[src/rtl/ahb_pkg.sv]
// Shared AHB-Lite types and helpers for the memory bridge: transfer/burst/response
// encodings, burst beat counts, next-beat address and write-strobe generation.
package ahb_pkg;

    typedef enum logic [1:0] {
        HTRANS_IDLE   = 2'b00,
        HTRANS_BUSY   = 2'b01,
        HTRANS_NONSEQ = 2'b10,
        HTRANS_SEQ    = 2'b11
    } htrans_e;

    typedef enum logic [2:0] {
        HBURST_SINGLE = 3'd0,
        HBURST_INCR   = 3'd1,
        HBURST_WRAP4  = 3'd2,
        HBURST_INCR4  = 3'd3,
        HBURST_WRAP8  = 3'd4,
        HBURST_INCR8  = 3'd5,
        HBURST_WRAP16 = 3'd6,
        HBURST_INCR16 = 3'd7
    } hburst_e;

    typedef enum logic [1:0] {
        HRESP_OKAY  = 2'b00,
        HRESP_ERROR = 2'b01
    } hresp_e;

    // Helpers work on the widest supported address/strobe; callers truncate.
    localparam int MAX_AW   = 64;
    localparam int MAX_STRB = 16;

    function automatic logic ahb_xfer(input htrans_e t);
        return (t == HTRANS_NONSEQ) || (t == HTRANS_SEQ);
    endfunction

    function automatic logic [4:0] ahb_beats(input hburst_e b);
        case (b)
            HBURST_WRAP4,  HBURST_INCR4:  return 5'd4;
            HBURST_WRAP8,  HBURST_INCR8:  return 5'd8;
            HBURST_WRAP16, HBURST_INCR16: return 5'd16;
            default:                      return 5'd0;
        endcase
    endfunction

    function automatic logic ahb_is_wrap(input hburst_e b);
        return (b == HBURST_WRAP4) || (b == HBURST_WRAP8) || (b == HBURST_WRAP16);
    endfunction

    function automatic logic [MAX_AW-1:0] ahb_next_addr(input logic [MAX_AW-1:0] addr,
                                                        input logic [2:0]        hsize,
                                                        input hburst_e           hburst);
        logic [MAX_AW-1:0] step;
        logic [MAX_AW-1:0] incr;
        logic [MAX_AW-1:0] win_mask;
        step = MAX_AW'(1) << hsize;
        incr = addr + step;
        if (ahb_is_wrap(hburst)) begin
            win_mask = (MAX_AW'(ahb_beats(hburst)) << hsize) - MAX_AW'(1);
            return (addr & ~win_mask) | (incr & win_mask);
        end
        return incr;
    endfunction

    function automatic logic [MAX_STRB-1:0] ahb_wstrb(input logic [MAX_AW-1:0] addr,
                                                      input logic [2:0]        hsize,
                                                      input int                dw);
        logic [31:0] lanes;
        logic [31:0] base;
        base  = (32'd1 << (32'd1 << hsize)) - 32'd1;
        lanes = addr[31:0] & 32'(dw / 8 - 1);
        return MAX_STRB'(base << lanes[4:0]);
    endfunction

endpackage

[src/rtl/ahb_burst_tracker.sv]
// Follows an open AHB burst: expected next SEQ address and beats taken so far.
// seq_ok says whether the SEQ beat currently on the bus is a legal continuation.
module ahb_burst_tracker
    import ahb_pkg::*;
#(
    parameter int AW = 32
) (
    input  logic          hclk,
    input  logic          hresetn,
    input  logic          sample,
    input  logic [1:0]    htrans,
    input  logic [AW-1:0] haddr,
    input  logic [2:0]    hsize,
    input  logic [2:0]    hburst,
    output logic          seq_ok
);

    logic          open_q;
    logic [AW-1:0] exp_addr_q;
    logic [4:0]    beat_cnt_q;
    logic [4:0]    beat_lim_q;
    hburst_e       burst_q;

    logic [AW-1:0] next_nonseq;
    logic [AW-1:0] next_seq;

    assign next_nonseq = AW'(ahb_next_addr(MAX_AW'(haddr), hsize, hburst_e'(hburst)));
    assign next_seq    = AW'(ahb_next_addr(MAX_AW'(haddr), hsize, burst_q));

    // A limit of zero is undefined-length INCR: no beat ceiling.
    assign seq_ok = open_q && (haddr == exp_addr_q) &&
                    ((beat_lim_q == 5'd0) || (beat_cnt_q < beat_lim_q));

    // NOTE: state registers use non-blocking assignments so every flop samples
    // the pre-edge values regardless of statement order.
    always_ff @(posedge hclk or negedge hresetn) begin
        if (!hresetn) begin
            open_q     <= 1'b0;
            exp_addr_q <= '0;
            beat_cnt_q <= '0;
            beat_lim_q <= '0;
            burst_q    <= HBURST_SINGLE;
        end else if (sample) begin
            case (htrans_e'(htrans))
                HTRANS_NONSEQ: begin
                    open_q     <= (hburst_e'(hburst) != HBURST_SINGLE);
                    exp_addr_q <= next_nonseq;
                    beat_cnt_q <= 5'd1;
                    beat_lim_q <= ahb_beats(hburst_e'(hburst));
                    burst_q    <= hburst_e'(hburst);
                end
                HTRANS_SEQ: begin
                    // Advance from the beat's own address, even if it was wrong.
                    if (open_q) begin
                        exp_addr_q <= next_seq;
                        if (beat_cnt_q != 5'd31) beat_cnt_q <= beat_cnt_q + 5'd1;
                    end
                end
                HTRANS_IDLE: open_q <= 1'b0;
                default: ;
            endcase
        end
    end

endmodule

[src/rtl/ahb_mem_bridge.sv]
// AHB-Lite slave that turns bus transfers into a single-outstanding valid/ready
// memory request, with size/alignment/burst checks and the two-cycle ERROR response.
module ahb_mem_bridge
    import ahb_pkg::*;
#(
    parameter int AW          = 32,
    parameter int DW          = 32,
    parameter int CHECK_BURST = 1
) (
    input  logic            hclk,
    input  logic            hresetn,
    input  logic            hsel,
    input  logic            hready,
    input  logic [AW-1:0]   haddr,
    input  logic [1:0]      htrans,
    input  logic            hwrite,
    input  logic [2:0]      hsize,
    input  logic [2:0]      hburst,
    input  logic [3:0]      hprot,
    input  logic [DW-1:0]   hwdata,
    output logic            hreadyout,
    output logic [1:0]      hresp,
    output logic [DW-1:0]   hrdata,
    output logic            req_valid,
    input  logic            req_ready,
    output logic            req_write,
    output logic [AW-1:0]   req_addr,
    output logic [DW-1:0]   req_wdata,
    output logic [DW/8-1:0] req_wstrb,
    input  logic [DW-1:0]   req_rdata,
    input  logic            req_error
);

    localparam int SW    = DW / 8;
    localparam int LG_SW = $clog2(SW);

    typedef enum logic [1:0] {ST_IDLE, ST_ACCESS, ST_ERR1, ST_ERR2} state_e;

    state_e          state_q, state_d, phase_st;
    hresp_e          hresp_d;
    logic            phase_end;
    logic            take;
    logic            seq_ok;
    logic            size_err, align_err, burst_err, beat_err;
    logic [AW-1:0]   align_mask;
    logic [SW-1:0]   wstrb_d;
    logic            cap_write;
    logic [AW-1:0]   cap_addr;
    logic [SW-1:0]   cap_wstrb;
    logic            unused_hprot;

    assign unused_hprot = ^hprot;

    // A new address phase can only be taken when our own data phase is ending.
    assign phase_end = (state_q == ST_ERR1)   ? 1'b0 :
                       (state_q == ST_ACCESS) ? (req_ready & ~req_error) : 1'b1;
    assign take      = hsel & hready & phase_end & ahb_xfer(htrans_e'(htrans));

    assign size_err   = (hsize > 3'(LG_SW));
    assign align_mask = AW'((32'd1 << hsize) - 32'd1);
    assign align_err  = |(haddr & align_mask);
    assign burst_err  = (CHECK_BURST != 0) && (htrans_e'(htrans) == HTRANS_SEQ) && !seq_ok;
    assign beat_err   = size_err | align_err | burst_err;

    assign wstrb_d = hwrite ? SW'(ahb_wstrb(MAX_AW'(haddr), hsize, DW)) : '0;

    ahb_burst_tracker #(.AW(AW)) u_tracker (
        .hclk    (hclk),
        .hresetn (hresetn),
        .sample  (hsel & hready & phase_end),
        .htrans  (htrans),
        .haddr   (haddr),
        .hsize   (hsize),
        .hburst  (hburst),
        .seq_ok  (seq_ok)
    );

    always_ff @(posedge hclk or negedge hresetn) begin
        if (!hresetn) begin
            cap_write <= 1'b0;
            cap_addr  <= '0;
            cap_wstrb <= '0;
        end else if (take) begin
            cap_write <= hwrite;
            cap_addr  <= haddr;
            cap_wstrb <= wstrb_d;
        end
    end

    always_ff @(posedge hclk or negedge hresetn) begin
        if (!hresetn) state_q <= ST_IDLE;
        else          state_q <= state_d;
    end

    // NOTE: every combinational output gets a default first so no path leaves a
    // variable unassigned and infers a latch.
    always_comb begin
        phase_st = take ? (beat_err ? ST_ERR1 : ST_ACCESS) : ST_IDLE;
        state_d  = state_q;
        unique case (state_q)
            ST_IDLE, ST_ERR2: state_d = phase_st;
            ST_ACCESS: begin
                if (req_ready) state_d = req_error ? ST_ERR1 : phase_st;
            end
            ST_ERR1: state_d = ST_ERR2;
        endcase
    end

    always_comb begin
        hreadyout = 1'b1;
        hresp_d   = HRESP_OKAY;
        req_valid = 1'b0;
        unique case (state_q)
            ST_IDLE: ;
            ST_ACCESS: begin
                req_valid = 1'b1;
                hreadyout = req_ready & ~req_error;
            end
            ST_ERR1: begin
                hreadyout = 1'b0;
                hresp_d   = HRESP_ERROR;
            end
            ST_ERR2: hresp_d = HRESP_ERROR;
        endcase
    end

    assign hresp     = hresp_d;
    assign req_write = cap_write;
    assign req_addr  = cap_addr;
    assign req_wstrb = cap_wstrb;
    assign req_wdata = hwdata;
    assign hrdata    = req_rdata;

endmodule

[config.mk]
export PLATFORM = sky130hd
export DESIGN_NAME = ahb_mem_bridge
export DESIGN_NICKNAME = d
export VERILOG_FILES = /design/src/rtl/ahb_pkg.sv /design/src/rtl/ahb_burst_tracker.sv /design/src/rtl/ahb_mem_bridge.sv
export SDC_FILE = /design/constraint.sdc
export NUM_CORES = 1
export LEC_CHECK = 0
export CAP_MARGIN = 0
export CELL_PAD_IN_SITES_DETAIL_PLACEMENT = 1
export CELL_PAD_IN_SITES_GLOBAL_PLACEMENT = 1
export CORE_AREA = 2 2 136 138
export CTS_CLUSTER_SIZE = 16
export DETAILED_ROUTE_END_ITERATION = 7
export DIE_AREA = 0 0 138 140
export HOLD_SLACK_MARGIN = 0.1
export PLACE_DENSITY = 0.86
export SYNTH_ARGS = -nofsm -noshare
export SYNTH_HDL_FRONTEND = slang
export SYNTH_SLANG_ARGS = --single-unit
[constraint.sdc]
create_clock -name hclk -period 6.5 [get_ports hclk]
set_clock_uncertainty 0.15 [all_clocks]
set_input_delay 1.3 -clock hclk [delete_from_list [all_inputs] [get_ports hclk]]
set_output_delay 1.3 -clock hclk [all_outputs]
set_load 0.05 [all_outputs]
* Word-level counts from Yosys, hierarchy flattened
Cells that the tools add are included.
** Word-level totals
- Bits in latches :: 0
- Flip-flop bits (word level) :: 85
- Input port bits :: 115
- Output and inout bits :: 105
- RAM bits :: 0
- Memory bits (read-only) :: 0
- Memories kept :: 0
** Cells by class
- Bitwise logic cells :: 16
- Muxes and demuxes :: 27
- Equality and inequality tests :: 22
- Divide/modulo/power cells :: 0
- Shift-type cells :: 6
- Multiply operators :: 0
- Reduce and logical (&&, ||, !) cells :: 29
- $lt $le $gt $ge :: 2
- Add/sub/neg operators :: 6
** Operators with widths (number)
- AND 32 bit :: 5
- 2-to-1 mux 32 bit :: 5
- subtractor 32 x 1 -> 32 bit (second input constant) :: 4
- NOT 32 bit :: 2
- bitwise OR 32 bit :: 2
- one-hot mux 32 bit (2 select lines) :: 1
- left shift 1 x 3 -> 32 bit (first input constant) :: 2
- left shift 5 x 3 -> 32 bit :: 2
- adder 32 bit :: 1
- equality test 32 bit :: 1
- OR reduction 32 bit :: 1
- left shift 1 x 32 -> 32 bit (first input constant) :: 1
- left shift 32 x 2 -> 4 bit :: 1
- one-hot mux 5 bit (3 select lines) :: 2
- equality test 3 bit (second input constant) :: 8
- 2-to-1 mux 5 bit :: 4
- OR reduction 2 bit :: 8
- equality test 3 x 2 -> 1 bit (second input constant) :: 4
- one-hot mux 5 bit (2 select lines) :: 1
- equality test 2 bit (second input constant) :: 4
- 2-to-1 mux 2 bit :: 4
- logical OR 1 bit :: 6
- 2-to-1 mux 1 bit :: 6
- one-hot mux 2 bit (3 select lines) :: 1
- 21 further kinds :: 32

* Depth between registers and ports, before layout
Gate-level depths: netlist (run 1).
- Word-level depth :: 13
- Gate-level depth with buffers :: 15
- Depth with buffers taken out :: 12

* Hierarchy
A second synthesis (run 1) with hierarchy kept.
** Second synthesis, totals
- Cell total of the unflattened synthesis :: 679
- Area total of the unflattened synthesis :: 6152.2 sq um
** Modules (own cells, without submodules)
- ahb_burst_tracker :: cells each 483, area an instance 3857.4 sq um, instances 1
- ahb_mem_bridge :: cells each 196, area an instance 2294.7 sq um, instances 1

* Worst setup path after synthesis (run 1)
OpenSTA, ideal clock, no wires.
- Kind :: input to register
- Start point :: input port hsize[0]
- End point :: register u_tracker.exp_addr_q[26]
- Buffers on the path :: 3
- Slack :: 2.342 ns
- Required time :: 6.268 ns
- Stages :: 15
- Arrival :: 3.926 ns
- Cells stage by stage :: buf_2 > buf_2 > inv_1 > nand2_1 > inv_1 > ha_1 > inv_1 > fa_1 > nand2b_1 > a21oi_1 > o31a_1 > clkbuf_1 > o211ai_2 > or3_1 > a31oi_1
** On the way
- Cells in the longest elaborated chain, start to end :: 9
** Ends and longest elaborated chain
- start: declaration :: line ahb_mem_bridge.sv:17 : input logic [2:0] hsize,
- left shift 5 x 3 -> 32 bit :: line ahb_pkg.sv:58 : win_mask = (MAX_AW'(ahb_beats(hburst)) << hsize) - MAX_AW'(1);
- subtractor 32 x 1 -> 32 bit :: line ahb_pkg.sv:58
- NOT 32 bit :: line ahb_pkg.sv:59 : return (addr & ~win_mask) | (incr & win_mask);
- AND 32 bit :: line ahb_pkg.sv:59
- bitwise OR 32 bit :: line ahb_pkg.sv:59
- 2-to-1 mux 32 bit :: line ahb_pkg.sv:57 : if (ahb_is_wrap(hburst)) begin
- 2-to-1 mux 32 bit :: line ahb_pkg.sv:61 : return incr;
- 2-to-1 mux 32 bit :: line ahb_burst_tracker.sv:54 : if (open_q) begin
- one-hot mux 32 bit (2 select lines) (*) :: line ahb_burst_tracker.sv:44 : case (htrans_e'(htrans))
- end signal: assignment :: line ahb_burst_tracker.sv:47 : exp_addr_q <= next_nonseq;
- end signal: assignment :: line ahb_burst_tracker.sv:55 : exp_addr_q <= next_seq;
- end: declaration :: line ahb_burst_tracker.sv:19 : logic [AW-1:0] exp_addr_q;
Mark *: on every way between the ends. The rest lies on a longest branch, timed or not. The select of a mux whose other input is x is not followed.
A chain may end at the register's enable or synchronous reset.

* Worst setup path after layout (run 1)
- Start point :: input port hsize[2]
- End point :: register u_tracker.exp_addr_q[26]
The elaborated chain is that of the path after synthesis.

==> run summary, run 1 <==
Largest family of logic cells by synthesized area: simple AND/OR/NAND/NOR gates
Worst Path Max Fanout: 16
Most Frequent Cell on Critical Path: inv_1
Final cycle utilization of the critical path: 74.8%
PwrDens: 367 nW/µm²
Post-Syn Instances: 782
Worst Path Arrival: 4980 ps
Longest Clk Path Bufs: 2
Vias in the first global route: 5682
Post-Synth Simple-Gate Area: 23.9%
Worst slew margin: 42.8%
Post-synth cell types: 71
Routed WL per cell: 18.7 µm
Tightest Hold Check Type: flop to flop
Die Wd: 138 µm
# rows: 49
CP Launch Type: input pin
CP max stage delay: 770 ps
Port bufs: 86
Max Fclk: 0.206 GHz
VDD IR max: 216 µV
Die Ht: 140 µm
Compound-Gate Fraction of Synth Area: 16.0%
Post-synthesis mux area share: 0.954%
CP delay by family, top: compound AO/OA/AOI/OAI gates
Non-Filler Instances: 1010
Antenna violations before repair: 0
Total core area: 17800 µm²
Die Area: 19300 µm²
Syn avg cell area: 8.05 µm²
Initial Util: 35.4%
Setup Fix Bufs, Post-CTS: 0
Fin. Hold Viols: 0
Period minus WS final: 4860 ps
CTS tree: built
Tightest Pin Transition: 858 ps
Final max-slew violation count: 0
CP endpoint kind: flop
Most frequent cells in the layout: nand2_1, clkdlybuf4s50_1, dfrtp_1
DR vias: 5573
Most common cell after layout, fill and taps aside: nand2_1
# H-tree levels: 3
Async S/R FF share, synth: 100%
Pin count of the biggest net entering global routing: 65
Sum Neg Setup Slack: 0 ps
Number of synthesized register bits: 83
Warnings, synthesis: 0
Leakage: 3.07 nW
Antenna Nets Post-Route: 0
Dpl cell area: 6840 µm²
Main synth FF type: dfrtp_1
Crit Path Category: input pin to flop
ANT cells: 0
EDFF count, synth: 0
Detail Placement HPWL: 13800 µm
Crit-path slowest cell: clkdlybuf4s50_1
Mapped cell area: 6300 µm²
Gr usage total: 19.5%
Unrepaired setup endpoints after global routing: no
Bufs and invs on worst path: 3
Sequential fraction of the synthesis area: 33.0%
GP Congestion: 0.871
Post-Syn Nets: 919
CTS clk-pin slew, worst paths: 60 ps
Layout cell share with drive strength beyond 1: 5.76%
P&R area growth vs syn: 12.8%
Setup violators final: 0
Total grt overflow: 0
Post-Synth XOR/XNOR Area: 9.32%
CTS Sinks: 83
Area share of fa/ha/maj cells after synthesis: 4.49%
Post-CTS Hold Buffers: 0
Nets: 914
TritonCTS Buffers: 9
Drt initial violations: 432
Global-route wire length before repair: 30400 µm
WL final: 18900 µm
Drt drc: 0
Clock root buffer: clkbuf_16
Top Ports: 220
First-pass DRT Iterations: 5
Cts repair resizes: 0
CP required: 6620 ps
Avg Vias per Cell: 5.52
Placed insts: 995
Fin area: 7110 µm²
Worst-Skew Late Latency: 350 ps
CP cell instances: clkdlybuf4s50_1 > nor2_2 > nand2_1 > inv_1 > ha_1 > inv_1 > fa_1 > nand2b_1 > a21oi_1 > o31a_1 > o211ai_2 > or3_1 > a31oi_1
Max cap viols: 0
Outcome: finished clean
-- worst register-to-register path: cells and delay by family (launching register included) --
| kind | cells | cell delay (ps) |
|---|---|---|
| DFF | 1 | 840 |
| adders and majority gates | 1 | 420 |
| and+or+nand+nor | 4 | 860 |
| AOI/OAI and AO/OA | 4 | 1100 |
-- report_power, final --
| part | leakage (nW) | internal (mW) | switching (mW) |
|---|---|---|---|
| clock network | 0.125 | 0.269 | 0.218 |
| registers | 1.04 | 0.727 | 0.175 |
| logic | 1.91 | 0.423 | 0.795 |
| total | 3.07 | 1.42 | 1.19 |
-- state kept, by name, indices dropped and copies added, names as in the netlist --
signal / cells
state_q: 2
req_write: 1
u_tracker.exp_addr_q: 32
u_tracker.burst_q: 3
u_tracker.beat_cnt_q: 5
u_tracker.open_q: 1
u_tracker.beat_lim_q: 3
req_addr: 32
req_wstrb: 4
-- synth_stat cells (all sizes together) (6+ instances only) --
master     n  share of area (%)
ha        21                4.2
and2       6               0.60
nor2      31                2.0
a21o       6               0.72
xor2      49                6.8
dfrtp     83                 33
xnor2     18                2.5
o21ai     56                4.5
nor2b     12                1.2
inv       22                1.3
and3      10                1.0
o211ai     9                1.2
nand2    170                 10
a31oi      6               0.60
nor3      17                1.4
nand3     17                1.4
mux2i      6               0.95
a21oi     26                2.1
nor4      15                1.5
o2111ai    7               0.97
nand4      8               0.79
buf       84                9.4
nand2b     9               0.89
clkbuf    27                1.6
-- metal layers --
metal	wire length, µm	track usage, %	up-vias
met1	8330	25.2	2731
met2	8990	32.4	192
li1	-	-	2599
met3	926	3.28	51
met5	0	0	-
met4	628	8.27	0
-- metrics by stage --
step	util [%]	setup slack, ps	hold WS [ps]	total power, mW
global route	40.0	1500	346	2.76
finish	40.0	1640	325	2.61
CTS	40.0	1680	327	2.62
floorplan	-	2340	318	1.79
global placement	38.4	1440	305	2.07
detailed placement	38.4	1370	312	2.12
-- final timing paths --
| kind | from | endpoint | slack [ps] | cells past startpoint |
|---|---|---|---|---|
| worst max-delay path | hsize[2] | u_tracker.exp_addr_q[26] | 1640 | 13 |
| worst min-delay path | req_addr[27] | req_addr[27] | 320 | 2 |
| worst max register to register | u_tracker.burst_q[2] | u_tracker.exp_addr_q[26] | 3050 | 9 |
| worst min register to register | req_addr[27] | req_addr[27] | 320 | 2 |
| max in group asynchronous | hresetn | u_tracker.beat_lim_q[3] | 4380 | 2 |
| min in group asynchronous | hresetn | req_addr[19] | 680 | 1 |
-- cells by family (layout without fill, tap and decap cells) --
group                      count (synthesis)  after routing
AOI/OAI and AO/OA                        151            151
xor gates and xnor gates                  67             67
adders and majority gates                 22             22
buffers and inverters                    133            132
DFF                                       83             83
muxes                                      6              6
other                                      1              1
and+or+nand+nor                          319            319
-- layout make-up --
| class | instances | area [µm²] |
|---|---|---|
| fill | 2153 | 10700 |
| multi-input combinational | 566 | 3460 |
| sequential | 83 | 2080 |
| timing repair buffer | 95 | 926 |
| tap | 229 | 287 |
| clock buffer | 12 | 246 |
| inverter | 22 | 82.6 |
| clock inverter | 3 | 23.8 |
(Power assumes the default switching activity.)
==> run 2: changes to the inputs <==
--- a/config.mk
+++ b/config.mk
@@ -8,12 +8,12 @@
 export CAP_MARGIN = 0
 export CELL_PAD_IN_SITES_DETAIL_PLACEMENT = 1
 export CELL_PAD_IN_SITES_GLOBAL_PLACEMENT = 1
-export CORE_AREA = 2 2 136 138
+export CORE_AREA = 2 2 142 144
 export CTS_CLUSTER_SIZE = 16
 export DETAILED_ROUTE_END_ITERATION = 7
-export DIE_AREA = 0 0 138 140
+export DIE_AREA = 0 0 144 146
 export HOLD_SLACK_MARGIN = 0.1
-export PLACE_DENSITY = 0.86
+export PLACE_DENSITY = 0.79
 export SYNTH_ARGS = -nofsm -noshare
 export SYNTH_HDL_FRONTEND = slang
 export SYNTH_SLANG_ARGS = --single-unit
==> constraint.sdc (replaced) <==
create_clock -name hclk -period 5.05 [get_ports hclk]
set_clock_uncertainty 0.15 [all_clocks]
set_input_delay 1.01 -clock hclk [delete_from_list [all_inputs] [get_ports hclk]]
set_output_delay 1.01 -clock hclk [all_outputs]
set_load 0.05 [all_outputs]
==> run summary, run 2 (synthesis results as in run 1) <==
Outcome: finished clean
Fin area: 7230 µm² (+1.7%)
Seq pwr share: 33.9% (-0.7 points)
Avg Vias per Cell: 5.16 (-6.4%)
Routed WL per cell: 18.4 µm (-1.3%)
# rows: 51 (+4.1%)
CP delay by family, top: buffers and inverters
Drt drc: 0 (unchanged)
Crit Path Category: input pin to output port
Worst Path Arrival: 2940 ps (-2040 ps)
TritonCTS Buffers: 9 (unchanged)
Int Pwr: 1.88 mW (+33%)
Dpl cell area: 6930 µm² (+1.3%)
Most frequent cells in the layout: nand2_1, clkdlybuf4s50_1, dfrtp_1
Fin. Hold Viols: 0 (unchanged)
Tightest Pin Transition: 793 ps (-65.1 ps)
Period minus WS final: 4100 ps
Global-route wire length before repair: 31500 µm (+3.6%)
WL final: 19400 µm (+2.9%)
CP max stage delay: 810 ps (+40 ps)
Max Fclk: 0.244 GHz
Top Ports: 220 (unchanged)
Max cap viols: 0 (unchanged)
CTS clk-pin slew, worst paths: 70 ps (about the same)
Vias in the first global route: 5757 (+1.3%)
CP endpoint kind: output port
Die Wd: 144 µm (+4.3%)
Die Area: 21000 µm² (+8.8%)
Bufs and invs on worst path: 2 (-1)
Combinational power share: 45.7% (-1.0 points)
CTS Sinks: 83 (unchanged)
Antenna violations before repair: 0 (unchanged)
Worst-Skew Late Latency: 350 ps (about the same)
Most Frequent Cell on Critical Path: clkdlybuf4s50_1
Setup violators final: 0 (unchanged)
Initial Util: 32.6% (-2.8 points)
Leakage: 3.12 nW (+1.6%)
Gr usage total: 19.0% (-0.50 points)
Setup Fix Bufs, Post-CTS: 0 (unchanged)
Pin count of the biggest net entering global routing: 58 (-11%)
Final max-slew violation count: 0 (unchanged)
Placed insts: 1037 (+4.2%)
Post-CTS Hold Buffers: 0 (unchanged)
Clock root buffer: clkbuf_16
R2R Path Start: u_tracker.burst_q[1]
Worst setup path start: req_ready
Clock power share: 20.4% (+1.7 points)
Worst slew margin: 46.7% (+3.9 points)
CP required: 3890 ps (-2730 ps)
Total core area: 19300 µm² (+8.7%)
DR vias: 5438 (-2.4%)
PwrDens: 473 nW/µm² (+29%)
Hold_sp: req_addr[28]
Unrepaired setup endpoints after global routing: no
Detail Placement HPWL: 14500 µm (+4.5%)
Sw Pwr: 1.54 mW (+30%)
Nets: 920 (+0.66%)
Antenna Nets Post-Route: 0 (unchanged)
Port bufs: 86 (unchanged)
Cts repair resizes: 0 (unchanged)
Die Ht: 146 µm (+4.3%)
# H-tree levels: 3 (unchanged)
Most used routing layer: met2
GRT met1 Usage: 26.2% (+1.1 points)
Tightest Hold Check Type: flop to flop
CP cell instances: clkdlybuf4s50_1 > nor2b_1 > nor2_1 > a21oi_1 > clkdlybuf4s50_1
Sum Neg Setup Slack: 0 ps (unchanged)
Met2 usage: 30.7% (-1.7 points)
CP Launch Type: input pin
GP Congestion: 0.828 (-4.9%)
Non-Filler Instances: 1053 (+4.3%)
Worst Path Max Fanout: 4 (-12)
Met3 Usage GRT: 3.19% (-0.090 points)
Crit-path slowest cell: clkdlybuf4s50_1
Longest Clk Path Bufs: 2 (unchanged)
Final cycle utilization of the critical path: 81.2%
CTS tree: built
VDD IR max: 159 µV (-26%)
Sw Ratio: 45.0% (-0.53 points)
P&R area growth vs syn: 14.8%
First-pass DRT Iterations: 5 (unchanged)
ANT cells: 0 (unchanged)
Drt initial violations: 472 (+9.3%)
Layout cell share with drive strength beyond 1: 6.73% (+0.96 points)
Most common cell after layout, fill and taps aside: nand2_1
Total grt overflow: 0 (unchanged)
run 2: cell types whose count changed in the layout (fill, tap and decap cells not counted), sizes merged:
cell	before	now
clkinv	0	2
clkinvlp	2	1
clkbuf	12	11
bufinv	0	1
buf	10	16
run 2: power by group through the flow:
| stage | Combinational, mW | Sequential, mW | Clock, mW |
|---|---|---|---|
| after floorplan | 0.783 | 1.52 | 0 |
| after global placement | 1.53 | 1.16 | 0 |
| after detailed placement | 1.57 | 1.17 | 0 |
| after CTS | 1.57 | 1.16 | 0.709 |
| after global routing | 1.69 | 1.20 | 0.737 |
| final | 1.56 | 1.16 | 0.697 |
run 2: layout make-up:
type	count	area [µm²]
clock inverters	5	60.1
multi-input cells	566	3460
flip-flops and latches	83	2080
well taps	265	332
clock buffers	11	243
fillers	2318	12100
repair buffers	101	971
inverters	22	82.6
run 2: worst register-to-register path: cells and delay by family (launching register included):
| family | cells | cell delay [ps] |
|---|---|---|
| buffers and inverters | 1 | 210 |
| flip-flops | 1 | 750 |
| AO/OA/AOI/OAI | 4 | 1000 |
| adder cells (fa/ha/maj) | 1 | 430 |
| AND/OR/NAND/NOR | 4 | 850 |
run 2: worst paths after layout:
path	end	slack (ps)	cells past startpoint
min in group asynchronous	req_addr[20]	520	1
hold / removal	req_addr[28]	320	2
setup / recovery	hreadyout	950	5
setup reg to reg	u_tracker.exp_addr_q[26]	1580	10
hold reg to reg	req_addr[28]	320	2
max in group asynchronous	u_tracker.exp_addr_q[12]	3250	2
run 2: metrics by stage:
| step | utilization (%) | hold slack (ps) | worst slack (ps) | total power, mW |
|---|---|---|---|---|
| after floorplan | - | 318 | 1180 | 2.30 |
| after global placement | 35.8 | 307 | 739 | 2.69 |
| after detailed placement | 35.8 | 312 | 707 | 2.74 |
| after CTS | 37.4 | 329 | 962 | 3.44 |
| after global routing | 37.4 | 356 | 812 | 3.63 |
| final | 37.4 | 322 | 950 | 3.42 |
run 2: routing by layer:
layer / routed length, µm / up-vias
met3: 957 / 22
met2: 9210 / 152
met4: 245 / 0
met1: 9000 / 2648
met5: 0 / -
li1: - / 2616
